## src/rtl/hazard_pkg.sv

```systemverilog
// rtl/hazard_pkg.sv - state, forwarding-select and control-vector encodings shared by the hazard unit and EX muxes
package hazard_pkg;

    typedef enum logic [1:0] {
        ST_RUN    = 2'b00,
        ST_LSTALL = 2'b01,
        ST_FLUSH  = 2'b10,
        ST_FREEZE = 2'b11
    } hz_state_t;

    localparam logic [1:0] FWD_RF  = 2'b00;
    localparam logic [1:0] FWD_WB  = 2'b01;
    localparam logic [1:0] FWD_MEM = 2'b10;

    // Control vector order: {pc_write, ifid_write, idex_write, idex_bubble, ifid_flush}
    localparam logic [4:0] CTL_RUN    = 5'b11100;
    localparam logic [4:0] CTL_STALL  = 5'b00110;
    localparam logic [4:0] CTL_FLUSH  = 5'b11111;
    localparam logic [4:0] CTL_FREEZE = 5'b00000;
    localparam logic [4:0] CTL_RESET  = 5'b00111;

    function automatic logic [15:0] sat_inc16(input logic [15:0] v);
        return (v == 16'hFFFF) ? v : v + 16'd1;
    endfunction

endpackage

```

## src/rtl/hazard_unit_fwd_sel.sv

```systemverilog
// rtl/hazard_unit_fwd_sel.sv - EX operand forwarding select for one source register
module fwd_sel
    import hazard_pkg::*;
#(
    parameter int REG_W = 16
) (
    input  logic [REG_W-1:0] ex_rs,
    input  logic             mem_we,
    input  logic [REG_W-1:0] mem_rd,
    input  logic             wb_we,
    input  logic [REG_W-1:0] wb_rd,
    output logic [1:0]       sel
);

    // The younger EX/MEM result wins over MEM/WB; register 0 is never forwarded.
    always_comb begin
        sel = FWD_RF;
        if (mem_we && (mem_rd != '0) && (mem_rd == ex_rs)) begin
            sel = FWD_MEM;
        end else if (wb_we && (wb_rd != '0) && (wb_rd == ex_rs)) begin
            sel = FWD_WB;
        end
    end

endmodule

```

## src/rtl/hazard_unit.sv

```systemverilog
// rtl/hazard_unit.sv - load-use stall, branch flush, memory freeze and forwarding control for the 16-bit core
module hazard_unit
    import hazard_pkg::*;
#(
    parameter int REG_W        = 16,
    parameter int LOAD_STALL   = 1,
    parameter int FLUSH_CYCLES = 1
) (
    input  logic             CLK,
    input  logic             Reset,
    input  logic [REG_W-1:0] IIDRs1,
    input  logic [REG_W-1:0] IIDRs2,
    input  logic             IIDUsesRs2,
    input  logic             IEXMemRead,
    input  logic             IEXRegWrite,
    input  logic [REG_W-1:0] IEXRd,
    input  logic [REG_W-1:0] IEXRs1,
    input  logic [REG_W-1:0] IEXRs2,
    input  logic             IMEMRegWrite,
    input  logic [REG_W-1:0] IMEMRd,
    input  logic             IWBRegWrite,
    input  logic [REG_W-1:0] IWBRd,
    input  logic             IBranchTaken,
    input  logic             IMemBusy,
    output logic             OPCWrite,
    output logic             OIFIDWrite,
    output logic             OIDEXWrite,
    output logic             OIDEXBubble,
    output logic             OIFIDFlush,
    output logic [1:0]       OFwdA,
    output logic [1:0]       OFwdB,
    output logic [1:0]       OState,
    output logic [15:0]      OStallCnt
);

    localparam logic [15:0] LOAD_INIT  = (LOAD_STALL > 1)   ? 16'(LOAD_STALL - 1)   : 16'd0;
    localparam logic [15:0] FLUSH_INIT = (FLUSH_CYCLES > 1) ? 16'(FLUSH_CYCLES - 1) : 16'd0;

    hz_state_t   state, state_n;
    hz_state_t   saved, saved_n;
    hz_state_t   eff;
    logic [15:0] cnt, cnt_n;
    logic [15:0] stall_cnt;
    logic [4:0]  ctl;
    logic        lu;
    logic        lu_bubble;
    logic [1:0]  fwd_a, fwd_b;

    // IEXRegWrite is part of the ID/EX bundle but a load already implies the write.
    logic unused_ok;
    assign unused_ok = IEXRegWrite;

    assign lu = IEXMemRead && (IEXRd != '0) &&
                ((IEXRd == IIDRs1) || (IIDUsesRs2 && (IEXRd == IIDRs2)));

    always_comb begin
        eff       = (state == ST_FREEZE) ? saved : state;
        state_n   = ST_RUN;
        saved_n   = saved;
        cnt_n     = '0;
        ctl       = CTL_RUN;
        lu_bubble = 1'b0;
        if (IMemBusy) begin
            // Freeze remembers which state it interrupted so the count resumes intact.
            ctl     = CTL_FREEZE;
            state_n = ST_FREEZE;
            saved_n = eff;
            cnt_n   = cnt;
        end else if (IBranchTaken) begin
            ctl     = CTL_FLUSH;
            state_n = (FLUSH_INIT != '0) ? ST_FLUSH : ST_RUN;
            cnt_n   = FLUSH_INIT;
        end else if (((eff == ST_LSTALL) || (eff == ST_FLUSH)) && (cnt != '0)) begin
            cnt_n   = cnt - 16'd1;
            state_n = (cnt == 16'd1) ? ST_RUN : eff;
            if (eff == ST_FLUSH) begin
                ctl = CTL_FLUSH;
            end else begin
                ctl       = CTL_STALL;
                lu_bubble = 1'b1;
            end
        end else if (lu) begin
            ctl       = CTL_STALL;
            lu_bubble = 1'b1;
            state_n   = (LOAD_INIT != '0) ? ST_LSTALL : ST_RUN;
            cnt_n     = LOAD_INIT;
        end
    end

    always_ff @(posedge CLK or negedge Reset) begin
        if (!Reset) begin
            state     <= ST_RUN;
            saved     <= ST_RUN;
            cnt       <= '0;
            stall_cnt <= '0;
        end else begin
            state <= state_n;
            saved <= saved_n;
            cnt   <= cnt_n;
            if (lu_bubble) begin
                stall_cnt <= sat_inc16(stall_cnt);
            end
        end
    end

    fwd_sel #(.REG_W(REG_W)) u_fwd_a (
        .ex_rs  (IEXRs1),
        .mem_we (IMEMRegWrite),
        .mem_rd (IMEMRd),
        .wb_we  (IWBRegWrite),
        .wb_rd  (IWBRd),
        .sel    (fwd_a)
    );

    fwd_sel #(.REG_W(REG_W)) u_fwd_b (
        .ex_rs  (IEXRs2),
        .mem_we (IMEMRegWrite),
        .mem_rd (IMEMRd),
        .wb_we  (IWBRegWrite),
        .wb_rd  (IWBRd),
        .sel    (fwd_b)
    );

    assign {OPCWrite, OIFIDWrite, OIDEXWrite, OIDEXBubble, OIFIDFlush} = Reset ? ctl : CTL_RESET;
    assign OFwdA     = Reset ? fwd_a : FWD_RF;
    assign OFwdB     = Reset ? fwd_b : FWD_RF;
    assign OState    = state;
    assign OStallCnt = stall_cnt;

endmodule

```

## config.mk

```make
export PLATFORM = sky130hd
export DESIGN_NAME = hazard_unit
export DESIGN_NICKNAME = d
export VERILOG_FILES = /design/src/rtl/hazard_pkg.sv /design/src/rtl/hazard_unit_fwd_sel.sv /design/src/rtl/hazard_unit.sv
export SDC_FILE = /design/constraint.sdc
export NUM_CORES = 1
export LEC_CHECK = 0
export ABC_CLOCK_PERIOD_IN_PS = 4900
export CAP_MARGIN = 15
export CORE_AREA = 2 2 90 92
export DETAILED_ROUTE_END_ITERATION = 8
export DIE_AREA = 0 0 92 94
export GPL_ROUTABILITY_DRIVEN = 0
export PLACE_DENSITY_LB_ADDON = 0.3
export SYNTH_ARGS = -nofsm -noshare
export SYNTH_HDL_FRONTEND = slang
export SYNTH_SLANG_ARGS = --single-unit
```

## constraint.sdc

```tcl
create_clock -name CLK -period 4.9 [get_ports CLK]
set_clock_uncertainty 0.05 [all_clocks]
set_input_delay 1.47 -clock CLK [delete_from_list [all_inputs] [get_ports CLK]]
set_output_delay 1.47 -clock CLK [all_outputs]
set_load 0.01 [all_outputs]
```

==> flow_metrics.env, run 1 <==
export IMPL_worstPathRequired_ns=3.38
export IMPL_ys_warn_count=0
export IMPL_die_h_um=94
export IMPL_firstDrtPassIters=5
export IMPL_startpoint="IEXRd[5]"
export IMPL_period_needed_ns=4.81
export IMPL_syn_area_per_cell_um2=8.54
export IMPL_ys_async_sr_fraction_pct=100
export IMPL_numClockSinks=36
export IMPL_worstReg2RegStart="cnt[1]"
export IMPL_crit_type="in -> out"
export IMPL_cts_tree="built"
export IMPL_setup_viol=0
export IMPL_start_util_pct=41.4
export IMPL_dr_total_vias=3522
export IMPL_critPathMaxStageDelay_ns=0.49
export IMPL_core_area_mm2=0.00761
export IMPL_synth_seq_cells=36
export IMPL_crit_fanout=3
export IMPL_syn_inst=369
export IMPL_cp_start_kind="input port"
export IMPL_antenna_found_initial=0
export IMPL_drt_iter0_markers=119
export IMPL_grt_start_max_net_pins=27
export IMPL_nets=689
export IMPL_htreeDepth=2
export IMPL_worst_pin_slew_ns=0.654
export IMPL_ios=148
export IMPL_synth_edf_count=0
export IMPL_fin_total_pwr_mw=1.62
export IMPL_utilization_pct=68.3
export IMPL_clockRootBuffer="clkbuf_8"
export IMPL_final_common_cell="clkdlybuf4s50_1"
export IMPL_clk_path_buf_depth=2
export IMPL_mostFrequentLayoutCells="123 x clkdlybuf4s50_1, 80 x xnor2_1, 48 x buf_4"
export IMPL_vias_per_cell=5.30
export IMPL_syn_nets=495
export IMPL_yosysUniqueCellTypes=44
export IMPL_final_hold_viol_count=0
export IMPL_drt_antenna_violating_nets=0
export IMPL_cts_buffers=5
export IMPL_grt_pass1_wl_um=17900
export IMPL_fin_crit_sh_pct=98.1
export IMPL_seq_area_frac_synth_pct=28.6
export IMPL_fp_dieW_um=92
export IMPL_timing_hold_ws_ns=0.445
export IMPL_hp_class="reg -> reg"
export IMPL_num_antenna_cells=0
export IMPL_cp_slowest_cell="clkdlybuf4s50_1"
export IMPL_syn_to_final_growth_pct=64.9
export IMPL_slew_violations=0
export IMPL_outcome="completed"
export IMPL_hpwl_um=9120
export IMPL_drive_gt1_share_pct=14.2
export IMPL_syn_cell_area_mm2=0.00315
export IMPL_grt_use_total_pct=25.8
export IMPL_slew_headroom_pct=56.4
export IMPL_overflow=0
export IMPL_synthTopCellsByArea="dfrtp_1 29%, xnor2_1 22%, xor2_1 8.6%"
export IMPL_timing_fmax_ghz=0.208
export IMPL_synth_area_leader_cell="dfrtp_1"
export IMPL_clk_latency_ns=0.29
export IMPL_endpoint_kind="output pin"
export IMPL_vdd_ir_drop_max_mv=0.243
export IMPL_synthFlopType="dfrtp_1"
export IMPL_placed_cells=647
export IMPL_arrival_ns=3.29
export IMPL_synth_top_cell_area_share_pct=28.6
export IMPL_std_cell_rows=32
export IMPL_drc=0
export IMPL_power_leakage_nw=2.13
export IMPL_worstHoldStart="OStallCnt[14]"
export IMPL_die_area_mm2=0.00865
export IMPL_wire_per_inst_um=17.2
export IMPL_port_buffers=146
export IMPL_power_density_mw_per_mm2=312
export IMPL_drv_cap=0
export IMPL_path_clk_slew_ns=0.06
export IMPL_cts_hold_buf=0
export IMPL_stdcell_count=665
export IMPL_grt_pass1_vias=3680
export IMPL_path_cells="clkdlybuf4s50_1 > xor2_1 > nor4_2 > nand4_1 > o21ai_0 > nand2_1 > a32oi_1 > clkdlybuf4s15_1"
export IMPL_drt_wl_total_um=11400
==> area by class of cell <==
type	count	area, um2
clock inverter	1	5.00
fill	626	2410
inverter	11	41.3
timing repair buffer	195	1820
multi-input combinational	314	2220
clock buffer	6	72.6
sequential	36	901
tap	102	128
==> synth_stat cells (2+ instances only) <==
library cell and instances:
o21ai_0 24, nor3b_1 2, a41oi_1 4, o41ai_1 2
xor2_1 31, a21oi_1 6, and4_1 2, nand3_1 11
a21o_1 2, nand2b_1 2, or4_4 2, o21bai_1 3
ha_1 5, nor4_1 26, nor3_1 14, nand2_2 2
nor2_1 21, or3_1 2, inv_1 11, dfrtp_1 36
nor2b_1 2, clkbuf_1 3, nand2_1 30, xnor2_1 80
nand4_1 20, buf_4 3, mux2i_1 2, o31ai_1 3
and3_1 3
==> state kept, by name (all words and copies together), names as in the netlist <==
register and count:
OStallCnt 16, cnt 16, saved 2, OState 2
==> kinds of logic (layout without fill, tap and decap cells) <==
logic type	after synthesis	count (layout)	share of synthesized area, %
AO/OA/AOI/OAI	48	48	9.45
XOR/XNOR	111	111	30.9
adder cells (fa/ha/maj)	5	5	1.99
buffers and inverters	19	213	2.90
flip-flops	36	36	28.6
multiplexers	3	3	1.11
AND/OR/NAND/NOR	147	147	25.1
==> where the power goes <==
group	internal, mW	leakage [nW]	switching, mW
sequential	0.366	0.485	0.0762
combinational	0.478	1.60	0.503
clock	0.0965	0.0410	0.0993
==> metrics by stage <==
step                      setup WS, ns  setup TNS, ns  instance area [um2]
final                           0.0931              0                 5200
after global routing          -0.00692       -0.00692                 5200
after global placement          -0.288          -1.22                 4970
after floorplan                  0.589              0                 3150
after CTS                       -0.199         -0.199                 5150
after detailed placement        -0.360          -1.46                 4970
==> critical path: cells and delay by family <==
kind,cells,cell delay [ns]
xor+xnor,1,0.20
simple gates,3,0.54
buf+inv,2,0.75
compound gates,2,0.33
==> what timing repair did <==
action | in CTS | in global routing
setup endpoints to repair | 7 | 5
buffers inserted | 10 | 1
gates resized for setup | 20 | 19
pin swaps | 7 | 9
cloned | 0 | 0
==> layer usage <==
metal / GRT usage [%] / wire length, um / vias up
met2: 44.5 / 5600 / 143
met5: 0 / 0 / -
met1: 31.4 / 4600 / 1639
li1: - / - / 1709
met4: 10.6 / 386 / 0
met3: 5.46 / 849 / 31
==> path summary, 6_finish.rpt <==
kind                            endpoint  slack, ns  cells past startpoint
max                          OIDEXBubble       0.09                      8
min                        OStallCnt[14]       0.45                      1
max reg2reg                 OStallCnt[1]       0.79                     20
min reg2reg                OStallCnt[14]       0.45                      1
max in group asynchronous  OStallCnt[12]       3.32                      2
min in group asynchronous       saved[0]       0.98                      1
Power figures use the tool's default switching activity.
==> inputs of run 2 (changes only) <==
Settings changed: CORE_AREA 2 2 90 92 to 2 2 81 102, DIE_AREA 0 0 92 94 to 0 0 83 104, SKIP_LAST_GASP set to 1.
==> run 2 against run 1 <==
Compared with the run above: the flow now finishes with violations (setup timing); non-clock buffer count shrank 10; clock power grew 16%; wire length shrank 1.3%; worst hold slack gained 0.0027 ns; critical path depth grew 1; register-to-register slack gained 0.63 ns; worst setup slack lost 0.25 ns; final cell count shrank 2.6%; utilization shrank 1.1 points; critical path type unchanged; largest power group unchanged.
==> flow_metrics.env, run 2 (synthesized netlist as in run 1, its figures left out) <==
export IMPL_drt_iter0_markers=108
export IMPL_drt_wl_total_um=11300
export IMPL_die_h_um=104
export IMPL_placed_cells=634
export IMPL_slew_violations=0
export IMPL_vias_per_cell=5.41
export IMPL_crit_family="buffers and inverters"
export IMPL_worstReg2RegStart="cnt[1]"
export IMPL_drt_antenna_violating_nets=0
export IMPL_period_needed_ns=5.05
export IMPL_antenna_found_initial=0
export IMPL_path_buf_inv=3
export IMPL_mostFrequentLayoutCells="124 x clkdlybuf4s50_1, 78 x xnor2_1, 38 x buf_4"
export IMPL_clockRootBuffer="clkbuf_8"
export IMPL_std_cell_rows=36
export IMPL_highest_layer="met4"
export IMPL_setup_viol=2
export IMPL_ios=148
export IMPL_grt_pass1_vias=3683
export IMPL_critPathMaxStageDelay_ns=0.44
export IMPL_power_leakage_nw=2.07
export IMPL_met3_length_um=717
export IMPL_hp_class="reg -> reg"
export IMPL_cp_slowest_cell="clkdlybuf4s50_1"
export IMPL_clk_latency_ns=0.29
export IMPL_num_antenna_cells=0
export IMPL_crit_type="in -> out"
export IMPL_port_buffers=146
export IMPL_hpwl_um=9010
export IMPL_syn_to_final_growth_pct=64.3
export IMPL_fin_crit_sh_pct=103
export IMPL_slew_headroom_pct=58.2
export IMPL_multiInputGateArea_mm2=0.00227
export IMPL_vdd_ir_drop_max_mv=0.250
export IMPL_htreeDepth=2
export IMPL_final_common_cell="clkdlybuf4s50_1"
export IMPL_path_clk_slew_ns=0.07
export IMPL_nets=679
export IMPL_outcome="finished with violations"
export IMPL_drt_met1_wl_um=4220
export IMPL_drive_gt1_share_pct=13.6
export IMPL_wire_per_inst_um=17.4
export IMPL_cp_start_kind="input port"
export IMPL_startpoint="IIDRs2[0]"
export IMPL_crit_fanout=2
export IMPL_wl_met2_um=5920
export IMPL_cts_buffers=5
export IMPL_path_cells="clkdlybuf4s50_1 > xor2_1 > nor4_1 > nand3_1 > o211a_1 > nor3_2 > nor3b_1 > buf_4 > dlygate4sd2_1"
export IMPL_fp_dieW_um=83
export IMPL_fin_total_pwr_mw=1.65
export IMPL_power_density_mw_per_mm2=318
export IMPL_setup_slack_ns=-0.152
export IMPL_endpoint_kind="output pin"
export IMPL_start_util_pct=40.9
export IMPL_dr_total_vias=3505
export IMPL_drc=0
export IMPL_grt_pass1_wl_um=17800
export IMPL_die_area_mm2=0.00863
export IMPL_fillCellCount=616
export IMPL_worstPathRequired_ns=3.38
export IMPL_final_hold_viol_count=0
export IMPL_worstHoldStart="OStallCnt[14]"
export IMPL_cts_tree="built"
export IMPL_grt_start_max_net_pins=43
export IMPL_overflow=0
export IMPL_numClockSinks=36
export IMPL_drv_cap=0
export IMPL_stdcell_count=648
export IMPL_violations="setup timing"
export IMPL_firstDrtPassIters=4
export IMPL_worst_pin_slew_ns=0.628
export IMPL_arrival_ns=3.53
export IMPL_clk_path_buf_depth=2
export IMPL_grt_use_total_pct=25.5
export IMPL_rsz0062_at_grt="yes"
export IMPL_core_area_mm2=0.00770
export IMPL_timing_fmax_ghz=0.198
export IMPL_seq_area_um2=901
-- run 2: cell count changes in the layout (fill, tap and decap cells not counted), sizes merged --
cell           before  now
dlygate4sd2        11   15
clkbuf              7    8
dlymetal6s2s        8    4
clkinv              1    0
buf                51   40
clkdlybuf4s50     123  124
-- run 2: layout make-up --
type / instances / share of cell area (%)
multi-input combinational: 314 / 43.8
sequential: 36 / 17.4
timing repair buffer: 185 / 33.8
inverter: 11 / 0.798
clock buffer: 7 / 1.86
tap: 95 / 2.30
-- run 2: metal layers --
layer,vias to the layer above,GRT usage [%]
met3,34,5.24
li1,1685,-
met4,0,12.2
met5,-,0
met2,151,46.6
met1,1635,27.8
-- run 2: worst paths after layout --
path                                  to  slack (ns)  depth (start not counted)
min reg2reg                OStallCnt[14]        0.45                          1
min in group asynchronous         cnt[8]        1.14                          2
max reg2reg                 OStallCnt[1]        1.42                         15
max                           OIFIDWrite       -0.15                          9
max in group asynchronous   OStallCnt[8]        3.47                          2
min                        OStallCnt[14]        0.45                          1
-- run 2: power breakdown --
part / total [mW] / internal, mW / switching, mW
logic: 0.977 / 0.467 / 0.510
clock network: 0.228 / 0.125 / 0.102
registers: 0.441 / 0.366 / 0.0746
-- run 2: through the flow --
step	setup slack, ns	utilization, %	instance area [um2]	hold WS, ns	TNS, ns
after CTS	-0.0834	66.4	5110	0.446	-0.146
after global routing	-0.239	67.2	5170	0.472	-0.439
after detailed placement	-0.423	64.0	4930	0.435	-1.68
after global placement	-0.413	64.0	4930	0.431	-1.53
after floorplan	0.589	-	3150	0.411	0
final	-0.152	67.2	5170	0.448	-0.238
-- run 2: what timing repair did --
action | in CTS | in global routing
setup endpoints to repair | 7 | 5
hold buffers | 0 | 0
pin swaps | 14 | 3
gates cloned | 0 | 0
buffers inserted | 7 | 0
gates resized for setup | 27 | 15
